## config.mk

```make
export PLATFORM = sky130hd
export DESIGN_NAME = spi_slave
export DESIGN_NICKNAME = d
export VERILOG_FILES = /design/src/rtl/spi_pkg.sv /design/src/rtl/spi_sync_edge.sv /design/src/rtl/spi_slave.sv
export SDC_FILE = /design/constraint.sdc
export NUM_CORES = 1
export LEC_CHECK = 0
export CAP_MARGIN = 20
export CORE_MARGIN = 1
export CORE_UTILIZATION = 56
export CTS_CLUSTER_SIZE = 25
export DETAILED_ROUTE_END_ITERATION = 6
export PLACE_DENSITY = 0.88
export SETUP_SLACK_MARGIN = 0.5
export SLEW_MARGIN = 20
export SYNTH_ARGS = -nofsm -noshare
export SYNTH_HDL_FRONTEND = slang
export SYNTH_SLANG_ARGS = --single-unit
```

## constraint.sdc

```tcl
create_clock -name clk -period 2.6 [get_ports clk]
set_input_delay 0.52 -clock clk [delete_from_list [all_inputs] [get_ports clk]]
set_output_delay 0.52 -clock clk [all_outputs]
set_load 0.005 [all_outputs]
```

## src/rtl/spi_pkg.sv

```systemverilog
// Shared SPI definitions: FSM state encoding, default widths, and the bus mode
// constants that the on-chip master also uses.
package spi_pkg;

    typedef enum logic {
        IDLE   = 1'b0,
        ACTIVE = 1'b1
    } spi_state_e;

    localparam int SPI_DATA_WIDTH  = 8;
    localparam int SPI_SYNC_STAGES = 2;

    localparam bit SPI_CPOL = 1'b0;
    localparam bit SPI_CPHA = 1'b0;

endpackage

```

## src/rtl/spi_sync_edge.sv

```systemverilog
// Multi-flop synchronizer for an asynchronous pin, with single-cycle rise/fall
// pulses derived from the synchronized level.
module spi_sync_edge #(
    parameter int STAGES  = 2,
    parameter bit RST_VAL = 1'b0
) (
    input  logic clk,
    input  logic reset,
    input  logic din,
    output logic rise,
    output logic fall
);

    logic [STAGES-1:0] sreg;
    logic              prev;

    always_ff @(posedge clk or posedge reset) begin
        if (reset) begin
            sreg <= {STAGES{RST_VAL}};
            prev <= RST_VAL;
        end else begin
            sreg <= {sreg[STAGES-2:0], din};
            prev <= sreg[STAGES-1];
        end
    end

    assign rise =  sreg[STAGES-1] & ~prev;
    assign fall = ~sreg[STAGES-1] &  prev;

endmodule

```

## src/rtl/spi_slave.sv

```systemverilog
// Oversampled SPI slave (mode 0, MSB first, full duplex) with a word-wide
// fabric interface. Define SPI_SLAVE_MISO_HIZ_EN to tri-state miso when not selected.
module spi_slave
    import spi_pkg::*;
#(
    parameter int DATA_WIDTH  = SPI_DATA_WIDTH,
    parameter int SYNC_STAGES = SPI_SYNC_STAGES
) (
    input  logic                  clk,
    input  logic                  reset,
    input  logic                  sclk,
    input  logic                  ss,
    input  logic                  mosi,
    output logic                  miso,
    input  logic [DATA_WIDTH-1:0] tx_data,
    output logic                  tx_ack,
    output logic [DATA_WIDTH-1:0] rx_data,
    output logic                  rx_valid,
    output logic                  busy
);

    localparam int CNT_W          = $clog2(DATA_WIDTH);
    localparam bit SAMPLE_ON_RISE = (SPI_CPOL == SPI_CPHA);

    spi_state_e state, state_next;

    logic sclk_rise, sclk_fall, ss_rise, ss_fall;
    logic sample_edge, shift_edge;

    logic [SYNC_STAGES-1:0] mosi_sreg;
    logic                   mosi_sync;

    logic [CNT_W-1:0]       bit_cnt;
    logic                   reload;
    logic [DATA_WIDTH-1:0]  tx_shift;
    logic [DATA_WIDTH-2:0]  rx_shift;
    logic [DATA_WIDTH-1:0]  rx_next;

    // sclk idles at CPOL, ss idles deasserted
    spi_sync_edge #(.STAGES(SYNC_STAGES), .RST_VAL(SPI_CPOL)) u_sclk_sync (
        .clk   (clk),
        .reset (reset),
        .din   (sclk),
        .rise  (sclk_rise),
        .fall  (sclk_fall)
    );

    spi_sync_edge #(.STAGES(SYNC_STAGES), .RST_VAL(1'b1)) u_ss_sync (
        .clk   (clk),
        .reset (reset),
        .din   (ss),
        .rise  (ss_rise),
        .fall  (ss_fall)
    );

    always_ff @(posedge clk or posedge reset) begin
        if (reset) mosi_sreg <= '0;
        else       mosi_sreg <= {mosi_sreg[SYNC_STAGES-2:0], mosi};
    end

    assign mosi_sync   = mosi_sreg[SYNC_STAGES-1];
    assign sample_edge = SAMPLE_ON_RISE ? sclk_rise : sclk_fall;
    assign shift_edge  = SAMPLE_ON_RISE ? sclk_fall : sclk_rise;
    assign rx_next     = {rx_shift, mosi_sync};

    always_ff @(posedge clk or posedge reset) begin
        if (reset) state <= IDLE;
        else       state <= state_next;
    end

    always_comb begin
        state_next = state;
        busy       = 1'b0;
        case (state)
            IDLE: begin
                if (ss_fall) state_next = ACTIVE;
            end
            ACTIVE: begin
                busy = 1'b1;
                if (ss_rise) state_next = IDLE;
            end
            default: state_next = IDLE;
        endcase
    end

    // ss events take priority over any sclk edge detected in the same cycle
    always_ff @(posedge clk or posedge reset) begin
        if (reset) begin
            bit_cnt  <= '0;
            reload   <= 1'b0;
            tx_shift <= '0;
            rx_shift <= '0;
            rx_data  <= '0;
            rx_valid <= 1'b0;
            tx_ack   <= 1'b0;
        end else begin
            rx_valid <= 1'b0;
            tx_ack   <= 1'b0;
            if (state == IDLE) begin
                if (ss_fall) begin
                    tx_shift <= tx_data;
                    bit_cnt  <= '0;
                    reload   <= 1'b0;
                    tx_ack   <= 1'b1;
                end
            end else if (ss_rise) begin
                bit_cnt <= '0;
                reload  <= 1'b0;
            end else if (sample_edge) begin
                rx_shift <= rx_next[DATA_WIDTH-2:0];
                if (bit_cnt == CNT_W'(DATA_WIDTH-1)) begin
                    rx_data  <= rx_next;
                    rx_valid <= 1'b1;
                    bit_cnt  <= '0;
                    reload   <= 1'b1;
                end else begin
                    bit_cnt <= bit_cnt + 1'b1;
                end
            end else if (shift_edge) begin
                if (reload) begin
                    tx_shift <= tx_data;
                    tx_ack   <= 1'b1;
                    reload   <= 1'b0;
                end else begin
                    tx_shift <= tx_shift << 1;
                end
            end
        end
    end

`ifdef SPI_SLAVE_MISO_HIZ_EN
    assign miso = (state == ACTIVE) ? tx_shift[DATA_WIDTH-1] : 1'bz;
`else
    assign miso = (state == ACTIVE) & tx_shift[DATA_WIDTH-1];
`endif

endmodule
```

==> metrics.md, run 1 <==
| Metric | Value |
|---|---|
| Status | finished clean |
| Synthesized flop and latch total | 38 |
| Layout cells sized above 1 | 0.269 |
| Root buffer cell | clkbuf_4 |
| DIE AREA | 3020 µm² |
| Routed WL | 2640 µm |
| Gr usage total | 0.204 |
| Clock insertion delay at the later pin of the skew report | 0.34 ns |
| Yosys top cell area share | 0.557 |
| Post-route ant nets | 0 |
| Final clock skew | about 0.0036 ns |
| Hold Crit Class | flop to flop |
| # Max-Cap Violations | 0 |
| Count of cell types in the netlist | 27 |
| Worst path depth | 2 |
| Number of global-route vias before repair | 1010 |
| Drc violations | 0 |
| Most common cell in the netlist | dfrtp_1 |
| Synth Area per Inst | 13.8 µm² |
| P_leak | 0.000919 µW |
| Initial drt markers | 5 |
| Max IR drop VDD | 0.000674 V |
| Fmax | 0.528 GHz |
| Vias | 968 |
| R2r setup slk | about 0.95 ns |
| Crit path max fanout | 4 |
| Layout area overhead | 23.5% |
| GP Congestion | 0.827 |
| Worst reg2reg endpoint | tx_shift[3] |
| Commonest cells in the netlist | dfrtp_1, mux2_2, nand2_1, o21ai_0, mux2i_1 |
| Core Area | 2570 µm² |
| First-pass GRT wire length | slightly above 4000 µm |
| Final Max Tran Viols | 0 |
| Share of synthesized registers carrying an async set or reset | 1.00 |
| Die X | 55.0 µm |
| Clock transition at path regs | 0.11 ns |
| Wire per inst | roughly 15 µm |
| Crit. Startpoint | state |
| Fin cells | 175 |
| RR Startpoint | u_ss_sync.sreg[1] |
| CP Data Required Time | between 2 and 2.5 ns |
| Clock Sinks | 38 |
| Number of vias per cell | 5.53 |
| Relative slew slack | 0.688 |
| Initial Util | 0.612 |
| Crit path to | miso |
| Arrival time at the worst endpoint | 1.38 ns |
| Fin crit share | 0.729 |
| CP Class | flop to output port |
| Final Hold Slack | 0.360 ns |
| Post-synth EDFFs | 0 |
| Mapped Area | 1570 µm² |
| Unrepaired setup endpoints after global routing | no |
| Worst slew pin tran | 0.468 ns |
| Synth top area cells | dfrtp_1, mux2_2, dfstp_2 |
| Primary FF master, synth | dfrtp_1 |
| Utilization after layout | 0.756 |
| CP max-delay cell | dfrtp_2 |
| TritonCTS clock tree | yes |
| Final hold viol count | 0 |
| # diodes | 0 |
| Placed instance count | 165 |
| HPWL after DPL | about 1800 µm |
| Synth area leader | dfrtp_1 |
| Crit start category | flop |
| Number of port buffers | 24 |
| CP Capture Type | output port |
| Initial DRT Pass Iterations | 3 |
| YS warnings | 0 |
| CP bufs+invs | 1 |
| Post-Route Setup TNS | 0 ns |
| Power Dens Cells | 773 nW/µm² |
| # rows | 18 |
| Die Height | 55.0 µm |
| Final Setup Violations | 0 |
| CTS Buf Count | 5 |
| Nets | between 150 and 200 |
| CP delay by family, top | flip-flops |
| Final min period | 1.90 ns |
| Crit path largest cell delay | 0.44 ns |
| Clock Path Buffers | 2 |
| Largest net degree at the start of global routing | 39 |
| CTS H-Tree Depth | 2 |
| CP cell instances | and2_1 > clkdlybuf4s50_1 |
| Antenna violations before repair | 0 |
| Syn nets | 129 |
| Sequential element share of the synthesized area | 0.607 |
| Overflow after GRT | 0 |
| # IOs | 25 |
| Worst R2R Path Depth | 3 |
| Post-Syn Instances | 114 |
## worst min-delay path by stage
stage / start / end / slack, ns / depth (start not counted)
4_1_cts: u_sclk_sync.sreg[0] / u_sclk_sync.sreg[1] / 0.36 / 0
5_1_grt: u_ss_sync.sreg[0] / u_ss_sync.sreg[1] / 0.38 / 0
3_3_place_gp: mosi_sreg[0] / mosi_sreg[1] / 0.33 / 0
3_5_place_dp: u_sclk_sync.sreg[0] / u_sclk_sync.sreg[1] / 0.34 / 0
2_1_floorplan: mosi_sreg[0] / mosi_sreg[1] / 0.33 / 0
6_report: u_sclk_sync.sreg[0] / u_sclk_sync.sreg[1] / 0.36 / 0
## final cells by class
cell class                 count  area [µm²]
sequential                    38         956
fill                         170         627
multi-input combinational     66         551
timing repair buffer          27         263
clock inverter                 2        60.1
clock buffer                   6        51.3
tap                           30        37.5
inverter                       6        22.5
## sequential cells by signal, summed over array words and instances, names as in the netlist, 2 cells and up
register and cells:
tx_shift 8, rx_data 8, mosi_sreg 2, bit_cnt 3
u_sclk_sync.sreg 2, rx_shift 7, u_ss_sync.sreg 2
## cells by family (layout without fill, tap and decap cells)
kind of cell / after synthesis / after routing / synth area share
and+or+nand+nor: 24 / 24 / 0.102
buffers and inverters: 10 / 41 / 0.0422
adders and majority gates: 2 / 2 / 0.0159
AOI/OAI and AO/OA: 17 / 17 / 0.0732
DFF: 38 / 38 / 0.607
muxes: 23 / 23 / 0.159
## timing repair
action | in CTS | in global routing
endpoints found under the setup margin | 2 | 0
gates resized for setup | 1 | 0
hold buffers | 0 | 0
buffers inserted | 2 | 0
## power by group
part	internal (µW)	switching, µW
logic	121	96.7
registers	699	68.8
clock network	326	189
## layout by cell type, fill, tap and decap left out, drive strengths merged, types with 3 or more instances in the layout
cell / synthesis / layout
clkbuf: 1 / 6
nand2: 11 / 11
dfrtp: 35 / 35
o21ai: 11 / 11
mux2i: 7 / 7
inv: 6 / 6
clkdlybuf4s50: 0 / 24
buf: 3 / 3
mux2: 16 / 16
dfstp: 3 / 3
## metal layers
metal,track usage,share of wire,vias up
met1,0.205,0.41,488
met4,0.108,0.010,0
met3,0.0601,0.044,4
li1,-,-,454
met5,0,0,-
met2,0.373,0.54,22
## stage by stage
step | area, µm² | total power, µW | worst slack (ns)
after global routing | 1940 | 1570 | 0.652
after CTS | 1940 | 1520 | 0.689
after floorplan | 1570 | 918 | 1.09
after detailed placement | 1810 | 993 | 0.712
after global placement | 1810 | 969 | 0.744
final | 1940 | 1500 | 0.705
Power figures use the tool's default switching activity.
==> run 2, diff against run 1 <==
--- a/config.mk
+++ b/config.mk
@@ -7,10 +7,10 @@
 export LEC_CHECK = 0
 export CAP_MARGIN = 20
 export CORE_MARGIN = 1
-export CORE_UTILIZATION = 56
+export CORE_UTILIZATION = 47
 export CTS_CLUSTER_SIZE = 25
 export DETAILED_ROUTE_END_ITERATION = 6
-export PLACE_DENSITY = 0.88
+export PLACE_DENSITY = 0.79
 export SETUP_SLACK_MARGIN = 0.5
 export SLEW_MARGIN = 20
 export SYNTH_ARGS = -nofsm -noshare
==> constraint.sdc (replaced) <==
create_clock -name clk -period 1.7 [get_ports clk]
set_input_delay 0.34 -clock clk [delete_from_list [all_inputs] [get_ports clk]]
set_output_delay 0.34 -clock clk [all_outputs]
set_load 0.005 [all_outputs]
==> run 2 against run 1 <==
Compared with the run above: sequential cell count is the same; die area up 18%; count of clock-buffer cells in the layout increased by 1; register-to-register slack lost 0.77 ns; critical path depth up 3; sequential share of layout area decreased by 5.9 points; worst hold slack gained 0.0075 ns; sequential power rose by 56%; non-clock buffer count rose by 19; routed wire length increased by 24%; clock skew increased by 0.0069 ns; critical path type is now flop to flop; critical endpoint is now bit_cnt[0]; largest cell class unchanged; highest routed layer unchanged.
==> metrics.md, run 2 (synthesized netlist as in run 1, its figures left out) <==
| Metric | Value |
|---|---|
| Crit start category | flop |
| DIE AREA | 3580 µm² |
| Core Area | ~3100 µm² |
| Arrival time at the worst endpoint | around 1.7 ns |
| Crit path max fanout | 4 |
| Die Height | 59.8 µm |
| Power Dens Cells | between 900 and 1000 nW/µm² |
| Fin cells | 209 |
| CP delay by family, top | flip-flops |
| # Max-Cap Violations | 0 |
| Utilization after layout | 0.710 |
| Registers with the most flip-flops | rx_data x8, tx_shift x8, rx_shift x7 |
| Initial Util | 0.506 |
| CP max-delay cell | dfrtp_2 |
| Post-Route Setup TNS | 0 ns |
| Clock Sinks | 38 |
| Top cell by count, worst path | buf_6 |
| Total Power | 2200 µW |
| Layout area overhead | 40.3% |
| Routed WL | 3290 µm |
| P_leak | 0.00109 µW |
| Worst reg2reg endpoint | bit_cnt[0] |
| Startpoint of the worst hold path | u_ss_sync.sreg[0] |
| Final Instance Area | about 2200 µm² |
| Worst slew pin tran | 0.221 ns |
| Post-route ant nets | 0 |
| Hold_buf cts | 0 |
| CP Capture Type | flop |
| Initial DRT Pass Iterations | 4 |
| Final clock skew | 0.0105 ns |
| Hold path depth | 0 |
| Crit path largest cell delay | between 0.4 and 0.5 ns |
| Nets | 179 |
| Overflow after GRT | 0 |
| # rows | 20 |
| Status | finished clean |
| Number of vias per cell | 5.08 |
| Unrepaired setup endpoints after global routing | yes |
| Final hold viol count | 0 |
| Hold Crit Class | flop to flop |
| Placed instance count | 182 |
| CP Data Required Time | 1.92 ns |
| Wire per inst | 15.7 µm |
| Final Max Tran Viols | 0 |
| Clock insertion delay at the later pin of the skew report | 0.34 ns |
| TritonCTS clock tree | yes |
| Worst R2R Path Depth | 5 |
| Relative slew slack | 0.848 |
| CP Class | flop to flop |
| HPWL after DPL | 1830 µm |
| Clock transition at path regs | 0.11 ns |
| Die X | 59.8 µm |
| # diodes | 0 |
| CP bufs+invs | 2 |
| Final min period | 1.52 ns |
| GP Congestion | 0.912 |
| # IOs | 25 |
| CTS Buf Count | 5 |
| Antenna violations before repair | 0 |
| Final Setup Violations | 0 |
| Leading cell types in the layout, fill and taps excluded | dfrtp_1, buf_4, clkdlybuf4s50_1 |
| Most common library cell in the layout ignoring fill and taps | dfrtp_1 |
| Max IR drop VDD | 0.000633 V |
| Fin crit share | 0.893 |
| R2r setup slk | between 0.15 and 0.2 ns |
| Clock Path Buffers | 2 |
| CTS H-Tree Depth | 2 |
| Drc violations | 0 |
| Vias | 1061 |
| Number of port buffers | 24 |
| Largest net degree at the start of global routing | 39 |
| First-pass GRT wire length | 5000 µm |
| Hold EP | u_ss_sync.sreg[1] |
| Root buffer cell | clkbuf_4 |
| Fmax | between 0.6 and 0.7 GHz |
| Number of global-route vias before repair | 1083 |
| Initial drt markers | 41 |
| Layout cells sized above 1 | 0.533 |
| Area after DPL | a little under 2000 µm² |
| Gr usage total | 0.196 |
| CP cell instances | buf_6 > buf_6 > nor3b_4 > o21bai_4 > mux2_4 |
| RR Startpoint | state |
## run 2: changes by cell type in the layout (fill, tap and decap cells not counted), moves of 4 or more
| cell | previous run | this run |
|---|---|---|
| o21ai_1 | 0 | 6 |
| buf_4 | 3 | 14 |
| mux2_2 | 16 | 7 |
| nand2_2 | 0 | 4 |
| nand2_1 | 11 | 5 |
| buf_2 | 0 | 11 |
| clkdlybuf4s50_1 | 24 | 12 |
| buf_6 | 0 | 6 |
| o21ai_2 | 0 | 4 |
| o21ai_0 | 11 | 1 |
| mux2_4 | 0 | 9 |
## run 2: worst max-delay path by stage
stage | cells after the start | to | slack, ns | from
final | 5 | bit_cnt[0] | 0.18 | state
after global routing | 8 | tx_shift[0] | 0.15 | state
after CTS | 8 | tx_shift[3] | 0.24 | state
after detailed placement | 3 | rx_data[7] | 0.07 | u_ss_sync.prev
after global placement | 3 | rx_data[2] | 0.12 | u_ss_sync.prev
after floorplan | 5 | rx_data[0] | 0.31 | bit_cnt[0]
## run 2: timing repair
action | CTS | global route
resized for setup | 60 | 19
buffers inserted | 9 | 8
hold endpoints to repair | 0 | 0
gates cloned | 1 | 1
setup endpoints to repair | 42 | 41
pin swaps | 5 | 2
## run 2: layout make-up
type / instances / area (µm²)
clock buffers: 7 / 55.1
inverters: 6 / 22.5
repair buffers: 46 / 413
well taps: 44 / 55.1
flip-flops and latches: 38 / 956
multi-input cells: 67 / 698
fillers: 232 / 898
clock inverters: 1 / 5.00
## run 2: power by group
group | internal [µW] | switching, µW
registers | 1070 | 128
logic | 309 | 213
clock network | 201 | 282
total | 1580 | 623
## run 2: per-layer routing
layer	GRT usage	share of wire	vias up
met3	0.0476	0.038	9
met1	0.248	0.43	523
met5	0	0	-
met4	0.103	0.018	0
li1	-	-	498
met2	0.311	0.52	31
## run 2: stage by stage
step / hold slack [ns] / setup WS, ns
2_1_floorplan: 0.331 / 0.306
3_3_place_gp: 0.333 / 0.120
3_5_place_dp: 0.345 / 0.0698
4_1_cts: 0.350 / 0.243
5_1_grt: 0.372 / 0.150
6_report: 0.368 / 0.181
==> RTL change 1: new RTL, config.mk and constraints of run 1 <==
The package constant `SPI_SYNC_STAGES` goes from 2 to 4.
--- a/src/rtl/spi_pkg.sv
+++ b/src/rtl/spi_pkg.sv
@@ -8,7 +8,7 @@
     } spi_state_e;
 
     localparam int SPI_DATA_WIDTH  = 8;
-    localparam int SPI_SYNC_STAGES = 2;
+    localparam int SPI_SYNC_STAGES = 4;
 
     localparam bit SPI_CPOL = 1'b0;
     localparam bit SPI_CPHA = 1'b0;
Formal check against the unedited RTL: not equivalent (a bounded check fails within 4 cycles, from zero or initial values and one cycle with reset high).
==> RTL change 1 against run 1 <==
  * Clock power is 21% lower
  * Count of clock-buffer cells in the layout unchanged
  * Wire length up 12%
  * Total power rose by 7.4%
  * Design area up 8.4%
  * Sequential cell count is 6 higher
  * Global-route usage is 0.75 points higher
  * Die area grew 11%
  * Setup slack lost 11 ps
  * Combinational power increased by 42%
  * First-iteration DRC count rose to 14 times the old value
  * Synthesized area grew 12%
  * Largest cell class unchanged
==> RTL change 1: results (changes against run 1) <==
Power:
- The combinational share of power is 0.192 (+0.047).
- The total clock network power was 409 uW (-21%).
- The fraction of power spent switching nets came to 0.246 (+0.00913).
- The peak ir drop on the vdd network is 0.000565 V (-16%).
- The reported leakage power came to 0.980 nW (+6.6%).

STA:
- The tightest slew margin relative to the limit was 0.645 (-0.0429).
- The final worst clock skew is 12.7 ps (+9.11 ps).

Final layout:
- The proportion of final cell area spent on non-clock buffers is 0.128 (-0.00690).
- The number of buffers other than clock buffers in the final layout is 28 (+3.7%).
- The multi-input logic cell count was 62 (-6.1%).
- The fraction of area in multi-input gates is 0.279 (-0.00469).
- The share of the final layout cell area in sequential cells is 0.527 (+0.0345).
- The post-layout net count is 162 (+1.9%).
- The clock network contribution to total cell area is 0.0363 (-0.0211).
- The number of fill cells is 189 (+11%).
- The share of layout cells above drive strength 1 is 0.297 (+0.0283).

Detailed routing:
- The routed wire length per instance was 16.5 um (+9.5%).
- The met2 wire length is 1580 um (+11%).
- The total DRC errors in the routed layout is 0 (unchanged).
- The total wirelength of the detailed-routed design is 2960 um (+12%).
- The length of routed met3 wiring came to 130 um (+13%).
- The via count is 1,017 (+5.1%).
- The routed metal-1 wirelength is 1180 um (+9.8%).
- The first-pass iteration count of the detailed router is 4 (+1).
- The detailed router's first-iteration violation count came to 69 (+64).

Setup path:
- The worst flop-to-flop path startpoint is u_ss_sync.prev.
- The worst setup slack for register-to-register paths was 700 ps (-250 ps).
- The maximum net fanout on the critical path was 5 (+1).

GRT:
- The pin count of the biggest net entering global routing was 45 (+15%).
- The met2 demand-to-capacity share in global routing is 0.350 (-0.0237).
- The first-pass GRT wire length is 5130 um (+26%).
- The met1 usage in global routing is 0.246 (+0.0410).
- The overall track demand over capacity in global routing is 0.211 (+0.00749).
- The global routing usage on met3 is 0.0536 (-0.00654).

Run status:
- The run finished with clean final reports.

Clocking:
- The clock insertion delay at the later pin of the skew report is 340 ps (about the same).
- The clock slew at the register clock pins of the worst setup and hold paths is 130 ps (+20 ps).
- The total clock sinks is 44 (+16%).
- The number of setup buffers added after CTS is 3 (+1).

Placed design:
- The number of instances in the placed design came to 168 (+1.8%).
- The final estimated routing congestion in global placement was 0.826 (-0.12%).

Synth:
- After synthesis, the most frequently instantiated cells are sky130_fd_sc_hd__dfrtp_1 (39), sky130_fd_sc_hd__mux2_2 (16), sky130_fd_sc_hd__mux2_4 (7).
- By area the synthesized netlist is led by sky130_fd_sc_hd__dfrtp_1 (56%), sky130_fd_sc_hd__mux2_2 (10%), sky130_fd_sc_hd__dfstp_2 (7.5%).
- The post-synth net total is 132 (+2.3%).
- The post-synthesis area per instance is 15.0 sq um (+8.8%).

Hold path:
- The startpoint of the most critical hold path is mosi_sreg[1].
## RTL change 1: cell types whose count changed in the layout (fill, tap and decap cells not counted), moves of 3 or more
cell / before / now
sky130_fd_sc_hd__a211oi_1: 0 / 3
sky130_fd_sc_hd__a21oi_1: 1 / 5
sky130_fd_sc_hd__dfrtp_1: 34 / 38
sky130_fd_sc_hd__mux2_1: 0 / 6
sky130_fd_sc_hd__mux2_4: 0 / 7
sky130_fd_sc_hd__mux2i_1: 7 / 1
sky130_fd_sc_hd__nand2_1: 11 / 3
sky130_fd_sc_hd__o21ai_0: 11 / 3
## RTL change 1: stage by stage
| stage | cell area [sq um] | worst slack (ps) | power, mW |
|---|---|---|---|
| floorplan | 1760 | 1060 | 1.11 |
| global placement | 2000 | 791 | 1.17 |
| detailed placement | 2000 | 747 | 1.21 |
| CTS | 2100 | 693 | 1.62 |
| global route | 2100 | 620 | 1.70 |
| finish | 2100 | 694 | 1.61 |
## RTL change 1: worst min path at each step
stage / endpoint / cells after the start / slack (ps)
floorplan: mosi_sreg[1] / 0 / 330
global placement: u_sclk_sync.sreg[1] / 0 / 330
detailed placement: u_sclk_sync.sreg[3] / 0 / 330
CTS: u_sclk_sync.sreg[3] / 0 / 360
global route: mosi_sreg[2] / 0 / 370
finish: mosi_sreg[2] / 0 / 350
## RTL change 1: critical path: stages, from the launching register on
cell and delay (ps):
sky130_fd_sc_hd__dfrtp_2 430, sky130_fd_sc_hd__and2_1 130, sky130_fd_sc_hd__clkdlybuf4s50_1 490
## RTL change 1: cell families after synthesis
logic type | count (synthesis) | synth area share
flip-flops | 44 | 0.631
AO/OA/AOI/OAI | 14 | 0.0506
AND/OR/NAND/NOR | 16 | 0.0627
adder cells (fa/ha/maj) | 2 | 0.0143
buffers and inverters | 11 | 0.0349
multiplexers | 30 | 0.207
==> RTL change 2: new RTL, config.mk and constraints of run 1 <==
Without the edit above. Make the reset (`reset`) synchronous in 4 clocked blocks. Comments in the files are not updated.
--- a/src/rtl/spi_sync_edge.sv
+++ b/src/rtl/spi_sync_edge.sv
@@ -14,7 +14,7 @@
     logic [STAGES-1:0] sreg;
     logic              prev;
 
-    always_ff @(posedge clk or posedge reset) begin
+    always_ff @(posedge clk) begin
         if (reset) begin
             sreg <= {STAGES{RST_VAL}};
             prev <= RST_VAL;
--- a/src/rtl/spi_slave.sv
+++ b/src/rtl/spi_slave.sv
@@ -53,7 +53,7 @@
         .fall  (ss_fall)
     );
 
-    always_ff @(posedge clk or posedge reset) begin
+    always_ff @(posedge clk) begin
         if (reset) mosi_sreg <= '0;
         else       mosi_sreg <= {mosi_sreg[SYNC_STAGES-2:0], mosi};
     end
@@ -63,7 +63,7 @@
     assign shift_edge  = SAMPLE_ON_RISE ? sclk_fall : sclk_rise;
     assign rx_next     = {rx_shift, mosi_sync};
 
-    always_ff @(posedge clk or posedge reset) begin
+    always_ff @(posedge clk) begin
         if (reset) state <= IDLE;
         else       state <= state_next;
     end
@@ -84,7 +84,7 @@
     end
 
     // ss events take priority over any sclk edge detected in the same cycle
-    always_ff @(posedge clk or posedge reset) begin
+    always_ff @(posedge clk) begin
         if (reset) begin
             bit_cnt  <= '0;
             reload   <= 1'b0;
Formal check against the unedited RTL: differs if reset is asserted again (counterexample within 4 cycles, from zero or initial values and one cycle with reset high); with reset held inactive, the same outputs for 10 cycles.
==> RTL change 2 against run 1 <==
  * Sequential cell count unchanged
  * Design area up 2.7%
  * Sequential share of layout area down 11 points
  * Global-route usage up 2.7 points
  * Fmax up 4.1%
  * Critical path depth unchanged
  * Wire length up 22%
  * Setup slack better by 75 ps
  * Synthesized area up 8.6%
  * Register-to-register slack worse by 150 ps
  * Highest routed layer unchanged
Power is not compared: it rests on default switching activity, and its combinational part moved more than twofold at a synthesized area within 25%.
==> RTL change 2: results (changes against run 1) <==
Run status:
- The run finished with clean final reports.

Setup path:
- The worst flop-to-flop path startpoint is u_ss_sync.prev.
- The reg-to-reg critical path endpoint is rx_data[0].
- The worst endpoint data arrival time is 1300 ps (-80 ps).
- The worst setup slack for register-to-register paths is 800 ps (-150 ps).
- The maximum net fanout on the critical path is 3 (-1).

Synth:
- The number of distinct library cell variants in the gate-level netlist after synthesis was 35 (+30%).
- The fraction of synthesized area in multiplexers is 0.0938 (-0.0654).
- The post-synth net total is 185 (+43%).
- The adder and majority gate portion of the synthesized area is 0.0147 (-0.00126).
- By count the netlist is led by sky130_fd_sc_hd__dfxtp_1 (38), sky130_fd_sc_hd__nand2b_1 (20), sky130_fd_sc_hd__mux2i_1 (16).
- The fraction of the yosys area taken by sequential cells is 0.446 (-0.162).
- The complex-gate fraction of the synthesized area is 0.163 (+0.0902).
- By area the synthesized netlist is led by sky130_fd_sc_hd__dfxtp_1 (45%), sky130_fd_sc_hd__mux2i_1 (9.4%), sky130_fd_sc_hd__nand2b_1 (7.3%).

Clocking:
- The number of setup buffers added after CTS was 0 (-2).
- The count of instances resized after the clock tree is built is 0 (-1).
- The clock slew at the register clock pins of the worst setup and hold paths is 90 ps (-20 ps).

Detailed routing:
- The length of routed met3 wiring is 216 um (+88%).
- The total wirelength of the detailed-routed design is 3210 um (+22%).
- The routed metal-1 wirelength is 1360 um (+27%).
- The first-pass iteration count of the detailed router is 4 (+1).
- The ratio of routed vias to standard cells is 6.12 (+11%).
- The detailed router's first-iteration violation count came to 42 (+37).

GRT:
- The via count of the first global-routing pass is 1,316 (+30%).
- The pin count of the biggest net entering global routing is 37 (-5.1%).
- The met1 usage in global routing came to 0.259 (+0.0539).
- The first-pass GRT wire length is 5700 um (+40%).
- The overall track demand over capacity in global routing came to 0.231 (+0.0269).

STA:
- The final worst clock skew is 10.1 ps (+6.56 ps).
- The transition at the pin with the smallest max-transition slack is 627 ps (+160 ps).

Final layout:
- The share of layout cells above drive strength 1 is 0.111 (-0.158).

Hold path:
- The worst hold path cell count is 1 (+1).
- The startpoint of the most critical hold path is u_ss_sync.sreg[0].

Placed design:
- The final estimated routing congestion in global placement came to 0.711 (-14%).
- The estimated wirelength of the detail-placed design was 2240 um (+26%).
==> RTL change 2: cell count changes after synthesis, sizes merged, moves of 8 or more <==
cell,run 1,this run
nand2b,2,20
clkbuf,1,10
nand2,11,1
dfrtp,35,0
nor2b,2,10
mux2i,7,16
a21oi,1,9
mux2,16,0
o21ai,11,1
dfxtp,0,38
==> RTL change 2: how the worst max path moves through the flow <==
stage	start	slack (ps)	end	cells after the start
detailed placement	reset	790	bit_cnt[2]	5
finish	state	780	miso	2
floorplan	state	1060	miso	3
global placement	reset	880	bit_cnt[1]	5
global route	u_ss_sync.prev	650	rx_data[0]	3
CTS	state	760	miso	2
==> RTL change 2: through the flow <==
step	hold slack, ps	util	instances	area [sq um]	setup slack [ps]
detailed placement	415	0.689	214	1950	790
finish	432	0.705	221	1990	780
CTS	438	0.705	221	1990	758
global placement	388	0.689	214	1950	880
global route	464	0.705	221	1990	646
floorplan	383	-	170	1710	1060
==> RTL change 2: kinds of logic after synthesis <==
family | count (synthesis)
mux | 16
flops | 38
simple gates | 59
compound gates | 34
buf+inv | 21
fa+ha+maj | 2
==> RTL change 2: worst max-delay path, stage by stage (launching register included) <==
cell and delay (ps):
sky130_fd_sc_hd__dfxtp_1 350, sky130_fd_sc_hd__and2_1 120, sky130_fd_sc_hd__clkdlybuf4s50_1 490
==> RTL change 2: cell type report <==
type	count	area, sq um	area share
timing repair buffer	30	285	0.143
tap	31	38.8	0.0195
clock buffer	7	45.0	0.0226
inverter	4	15.0	0.00753
sequential	38	761	0.382
multi-input combinational	111	848	0.426
==> RTL change 2: power by group <==
group	internal [mW]	total [mW]	switching, mW
clock network	0.102	0.276	0.174
registers	0.595	0.604	0.00841
logic	0.0494	0.0976	0.0483
